===== src/rtl/wb_arbiter_scoreboard.sv =====
// wb_arbiter_scoreboard: arbitrates the single register-file write port
// between the MW-stage writeback, which has priority, and NCH long-latency
// result channels. Long-unit results are buffered in a FIFO. A busy
// scoreboard tracks in-flight long ops and raises a combinational FD stall.
// Optional build macro: WB_PROTOCOL_CHECK_EN enables the sticky err flag.
module wb_arbiter_scoreboard #(
    parameter int AW    = 5,
    parameter int DW    = 32,
    parameter int NCH   = 2,
    parameter int DEPTH = 4
) (
    input  logic              clock,
    input  logic              reset,
    input  logic              pipe_we,
    input  logic [AW-1:0]     pipe_rd,
    input  logic [DW-1:0]     pipe_data,
    input  logic              issue_valid,
    input  logic [AW-1:0]     issue_rd,
    input  logic [NCH-1:0]    lu_valid,
    input  logic [NCH*AW-1:0] lu_rd,
    input  logic [NCH*DW-1:0] lu_data,
    output logic [NCH-1:0]    lu_ready,
    input  logic [AW-1:0]     fd_rs_a,
    input  logic [AW-1:0]     fd_rs_b,
    input  logic [AW-1:0]     fd_rd,
    input  logic              fd_writes,
    output logic              stall,
    output logic              rf_we,
    output logic [AW-1:0]     rf_wd,
    output logic [DW-1:0]     rf_data,
    output logic              err
);

    localparam int NREG = 1 << AW;
    localparam int PW   = (NCH > 1) ? $clog2(NCH) : 1;
    localparam int FPW  = $clog2(DEPTH);
    localparam int CW   = FPW + 1;

    // Channel slices
    logic [AW-1:0]  ch_rd   [NCH];
    logic [DW-1:0]  ch_data [NCH];

    // FIFO state
    logic [AW-1:0]  fifo_rd_q   [DEPTH];
    logic [DW-1:0]  fifo_data_q [DEPTH];
    logic [FPW-1:0] wr_ptr_q, wr_ptr_d;
    logic [FPW-1:0] rd_ptr_q, rd_ptr_d;
    logic [CW-1:0]  count_q, count_d;

    // Arbitration state
    logic [PW-1:0]  rr_ptr_q, rr_ptr_d;
    logic [PW:0]    cand;
    logic [PW:0]    rr_sum;
    logic [PW-1:0]  grant;
    logic           any_valid;
    logic [AW-1:0]  grant_rd;
    logic [DW-1:0]  grant_data;

    // Scoreboard and write port
    logic [NREG-1:0] busy_q, busy_d;
    logic            rf_we_q, rf_we_d;
    logic [AW-1:0]   rf_wd_q, rf_wd_d;
    logic [DW-1:0]   rf_data_q, rf_data_d;
    logic            rf_src_fifo_q, rf_src_fifo_d;

    logic            full;
    logic            push;
    logic            pop;
    logic            pipe_sel;
    logic [AW-1:0]   head_rd;
    logic [DW-1:0]   head_data;

    // Unpack the flat channel buses into per-channel arrays
    always_comb begin
        for (int unsigned i = 0; i < NCH; i++) begin
            ch_rd[i]   = lu_rd[i*AW +: AW];
            ch_data[i] = lu_data[i*DW +: DW];
        end
    end

    // Round-robin grant: first valid channel searched upward from rr_ptr
    always_comb begin
        cand      = '0;
        grant     = '0;
        any_valid = 1'b0;
        for (int unsigned k = 0; k < NCH; k++) begin
            cand = {1'b0, rr_ptr_q} + (PW+1)'(k);
            if (cand >= (PW+1)'(NCH)) begin
                cand = cand - (PW+1)'(NCH);
            end
            if (!any_valid && lu_valid[cand[PW-1:0]]) begin
                any_valid = 1'b1;
                grant     = cand[PW-1:0];
            end
        end
        grant_rd   = ch_rd[grant];
        grant_data = ch_data[grant];
    end

    assign full      = (count_q == CW'(DEPTH));
    assign push      = any_valid && !full;
    assign pipe_sel  = pipe_we && (pipe_rd != '0);
    assign pop       = !pipe_sel && (count_q != '0);
    assign head_rd   = fifo_rd_q[rd_ptr_q];
    assign head_data = fifo_data_q[rd_ptr_q];
    assign lu_ready  = push ? (NCH'(1) << grant) : '0;

    // Next-state for FIFO pointers, occupancy and round-robin pointer
    always_comb begin
        wr_ptr_d = push ? wr_ptr_q + FPW'(1) : wr_ptr_q;
        rd_ptr_d = pop  ? rd_ptr_q + FPW'(1) : rd_ptr_q;
        count_d  = count_q;
        if (push && !pop) begin
            count_d = count_q + CW'(1);
        end else if (!push && pop) begin
            count_d = count_q - CW'(1);
        end
        rr_sum   = {1'b0, grant} + (PW+1)'(1);
        rr_ptr_d = rr_ptr_q;
        if (push) begin
            rr_ptr_d = (rr_sum >= (PW+1)'(NCH)) ? '0 : rr_sum[PW-1:0];
        end
    end

    // Write-port selection: pipe first, then FIFO head; rd 0 heads are dropped
    always_comb begin
        rf_we_d       = 1'b0;
        rf_wd_d       = rf_wd_q;
        rf_data_d     = rf_data_q;
        rf_src_fifo_d = 1'b0;
        if (pipe_sel) begin
            rf_we_d   = 1'b1;
            rf_wd_d   = pipe_rd;
            rf_data_d = pipe_data;
        end else if (pop && (head_rd != '0)) begin
            rf_we_d       = 1'b1;
            rf_wd_d       = head_rd;
            rf_data_d     = head_data;
            rf_src_fifo_d = 1'b1;
        end
    end

    // Scoreboard: clear after a FIFO-sourced write lands, then set (set wins)
    always_comb begin
        busy_d = busy_q;
        if (rf_we_q && rf_src_fifo_q) begin
            busy_d[rf_wd_q] = 1'b0;
        end
        if (issue_valid && (issue_rd != '0)) begin
            busy_d[issue_rd] = 1'b1;
        end
        busy_d[0] = 1'b0;
    end

    // Control and scoreboard registers
    always_ff @(posedge clock or posedge reset) begin
        if (reset) begin
            wr_ptr_q      <= '0;
            rd_ptr_q      <= '0;
            count_q       <= '0;
            rr_ptr_q      <= '0;
            busy_q        <= '0;
            rf_we_q       <= 1'b0;
            rf_wd_q       <= '0;
            rf_data_q     <= '0;
            rf_src_fifo_q <= 1'b0;
        end else begin
            wr_ptr_q      <= wr_ptr_d;
            rd_ptr_q      <= rd_ptr_d;
            count_q       <= count_d;
            rr_ptr_q      <= rr_ptr_d;
            busy_q        <= busy_d;
            rf_we_q       <= rf_we_d;
            rf_wd_q       <= rf_wd_d;
            rf_data_q     <= rf_data_d;
            rf_src_fifo_q <= rf_src_fifo_d;
        end
    end

    // FIFO storage; occupancy is tracked by count_q so no reset is needed
    always_ff @(posedge clock) begin
        if (push) begin
            fifo_rd_q[wr_ptr_q]   <= grant_rd;
            fifo_data_q[wr_ptr_q] <= grant_data;
        end
    end

    // Combinational FD hazard detection; busy_q[0] is held at 0
    always_comb begin
        stall = busy_q[fd_rs_a] | busy_q[fd_rs_b] | (fd_writes & busy_q[fd_rd]);
    end

    assign rf_we   = rf_we_q;
    assign rf_wd   = rf_wd_q;
    assign rf_data = rf_data_q;

`ifdef WB_PROTOCOL_CHECK_EN
    logic err_q, err_d;

    // Sticky protocol error on busy-register misuse or unexpected results
    always_comb begin
        err_d = err_q;
        if (pipe_sel && busy_q[pipe_rd]) begin
            err_d = 1'b1;
        end
        if (issue_valid && (issue_rd != '0) && busy_q[issue_rd]) begin
            err_d = 1'b1;
        end
        if (push && (grant_rd != '0) && !busy_q[grant_rd]) begin
            err_d = 1'b1;
        end
    end

    // Error flag register
    always_ff @(posedge clock or posedge reset) begin
        if (reset) begin
            err_q <= 1'b0;
        end else begin
            err_q <= err_d;
        end
    end

    assign err = err_q;
`else
    assign err = 1'b0;
`endif

endmodule


===== config.mk =====
export PLATFORM = sky130hd
export DESIGN_NAME = wb_arbiter_scoreboard
export DESIGN_NICKNAME = d
export VERILOG_FILES = /design/src/rtl/wb_arbiter_scoreboard.sv
export SDC_FILE = /design/constraint.sdc
export NUM_CORES = 1
export LEC_CHECK = 0
export ABC_AREA = 1
export CORE_MARGIN = 1.5
export CORE_UTILIZATION = 48
export CTS_CLUSTER_DIAMETER = 50
export DETAILED_ROUTE_END_ITERATION = 12
export PLACE_DENSITY_LB_ADDON = 0.12
export SLEW_MARGIN = 20
export SYNTH_ARGS = -nofsm -noshare
export SYNTH_HDL_FRONTEND = slang
export SYNTH_SLANG_ARGS = --single-unit

===== constraint.sdc =====
create_clock -name clock -period 2.75 [get_ports clock]
set_clock_uncertainty 0.05 [all_clocks]
set_input_delay 0.55 -clock clock [delete_from_list [all_inputs] [get_ports clock]]
set_output_delay 0.55 -clock clock [all_outputs]
set_load 0.02 [all_outputs]

==> metrics <==
fmax ~380 MHz; net count after synthesis approximately 1300; CP max-delay cell clkdlybuf4s50_1; IO Count 180; Worst-path clk slew approximately 0.060 ns; Worst Path Buf+Inv 3; max_cap viols 0; switching part of the total a little under two fifths; GRT overflow 0; Bufs on Longest Clock Path 3; Internal Pwr Total 8730 uW; CP cell instances clkdlybuf4s50_1 > nor2_1 > nor2_1 > inv_1 > a21oi_1 > clkdlybuf4s50_1; Die Y around 150 um; crit path kind input pin to output port; Comb power frac a little under two fifths; DRT Pass-1 Iters 5; clock share of power between 20% and 30%; EDFF count, synth about 150; top cell type's share of synthesized area a little over two fifths; nets@finish about 1500; Max stage delay on crit path between 0.6 and 0.7 ns; final setup margin 0.111 ns; Critical Path Source Type input pin; Max-slew headroom slightly above 60%; Post-DRT Antenna Nets 0; initial DRC count between 500 and 600; CP Capture Type output port; Worst-Margin Slew 0.565 ns; Post-CTS Hold Fix Bufs 0; vias per std cell between 5 and 6; syn_area_per_cell roughly 9.5 um2; Cell variety after synth 29; antenna violations before repair 0; core area 21800 um2; Initial Util between 40% and 50%; sequential share of power a little over 40%; Placer Congestion 0.943; row count 54; Num CTS Buffers 24; Final period util 96.0%; # H-tree levels 1; Worst Path Required between 2 and 2.5 ns; Syn. warnings 0; most frequent cell after synthesis nand2_1; pin count of the biggest net entering global routing just under 70; Port Buffers ~180; final hold violation count 0; pwr dens 1000 nW/um2; share of layout cells above drive strength 1 slightly above 10%; Cell Count, Final, Fillers Out roughly 1600; Die ar. roughly 23000 um2; Setup WS pre-CTS -0.394 ns; Worst path depth 6; area of the mapped netlist ~11000 um2; CP top delay family buffers and inverters; n_diodes 0; total wire length roughly 28000 um; Layout Utilization between 60% and 70%; arrival time worst endpoint 2.04 ns; Yosys reg bits approximately 230; sequential share of the synthesized area 60.0%; Die X about 150 um; ys flop type edfxtp_1; gr usage total roughly a quarter; final setup violation count 0; Syn Inst Count roughly 1100; dpl cells ~1600; Post-synth top cells nand2_1, edfxtp_1, o21ai_0, nand3_1; Crit Path Max Fanout 3; maximum VDD drop roughly 550 uV; leakage roughly 0.0057 uW; net switching power approximately 5100 uW; CTS tree built; Final Total Pwr 13800 uW; RSZ-0062 raised after global routing false; Area growth, synth to finish 29.4%; ranking of synthesized cells by area edfxtp_1, dfrtp_1, nand2_1; fin crit period between 2 and 3 ns; clk sink count roughly 230; Async S/R FF share, synth between 30% and 40%; area leader, netlist edfxtp_1; global-route wire length before repair about 45000 um; Slew Limit Fails 0; R2R cell count 10; DRC viols 0; Hold WC Path Type input pin to async pin; TNS Setup 0 ns; via count of the first global-routing pass between 8000 and 9000; Root Driver clkbuf_16; outcome finished clean; post-DP HPWL roughly 19000 um; Routed wire per std cell 17.3 um; Skew-Pair Late Insertion Delay 0.52 ns; DR vias between 8000 and 9000
## power groups by stage
stage	sequential [uW]	clock, uW	combinational [uW]
2_1_floorplan	5800	0	2810
3_3_place_gp	5740	0	5060
3_5_place_dp	5740	0	5120
4_1_cts	5690	3060	5150
5_1_grt	5810	3190	5720
6_report	5700	3010	5110
## metrics by stage
step / hold slack, ns / instance area (um2)
final: 0.314 / 13800
after global routing: 0.350 / 13800
after CTS: 0.324 / 13700
after detailed placement: 0.443 / 13000
after global placement: 0.438 / 13000
after floorplan: 0.444 / 10700
## cells in the final DEF (no fill, tap or decap), types with 4 or more instances in the layout
master             n
nand2_1          305
clkdlybuf4s50_1  172
edfxtp_1         148
o21ai_0          136
nand3_1          131
dfrtp_1           77
nor2_1            74
inv_1             64
mux2_2            38
o22ai_1           32
buf_4             31
clkbuf_16         25
a21oi_1           10
nor3_1             9
clkbuf_1           9
buf_12             9
clkinv_1           8
clkinvlp_4         6
ha_1               5
o31ai_1            4
nor2_4             4
## worst paths after layout
| kind | slack, ns | start | end |
|---|---|---|---|
| setup / recovery | 0.11 | lu_valid[1] | lu_ready[0] |
| hold / removal | 0.31 | reset | rf_data[19] |
| setup reg to reg | 0.22 | rd_ptr_q[0] | rf_wd[4] |
| hold reg to reg | 0.45 | rf_data[17] | rf_data[17] |
| max in group asynchronous | 1.70 | reset | rf_data[4] |
| min in group clock | 0.45 | rf_data[17] | rf_data[17] |
## cell families after synthesis
family | Yosys count | synth area share [%]
and+or+nand+nor | 527 | 20.3
DFF | 226 | 60.0
AOI/OAI and AO/OA | 189 | 9.62
buffers and inverters | 131 | 4.92
muxes | 38 | 4.02
adders and majority gates | 6 | 0.775
xor gates and xnor gates | 4 | 0.329
other | 1 | 0.0352
## worst reg2reg max path, stage by stage, from the launching register on
cell,delay (ns)
dfrtp_2,0.66
inv_2,0.36
nand2_1,0.16
nand3_1,0.07
nand2_1,0.13
nand3_1,0.14
o21bai_4,0.34
nand2_2,0.14
buf_4,0.23
nand2_1,0.07
o21ai_1,0.06
## layer usage
layer / track usage, % / routed length, um / vias up / share of wire [%]
li1: - / - / 4217 / -
met1: 33.7 / 12400 / 4091 / 45
met2: 40.2 / 13200 / 274 / 47
met3: 3.79 / 1720 / 40 / 6.2
met4: 6.61 / 575 / 0 / 2.1
met5: 0 / 0 / - / 0
## final cells by class
cell class	count	area (um2)
tap	280	350
timing repair buffer	222	2230
clock buffer	34	659
inverter	74	292
clock inverter	10	73.8
fill	1842	8040
timing repair inverter	2	15.0
sequential	226	6400
multi-input combinational	765	3770
## flip-flops by register name, indices dropped and copies added, names as in the netlist
register / flops
busy_q: 31
rf_wd: 5
rd_ptr_q: 2
wr_ptr_q: 2
rf_we: 1
fifo_data_q: 128
rf_data: 32
fifo_rd_q: 20
count_q: 3
rr_ptr_q: 1
rf_src_fifo_q: 1
## what timing repair did
item                                    4_1_cts  5_1_grt
setup buffers                                 0        4
resized for setup                            10       14
cloned                                        2        0
hold endpoints to repair                      0        0
endpoints found under the setup margin        1        1
(Power assumes the default switching activity.)
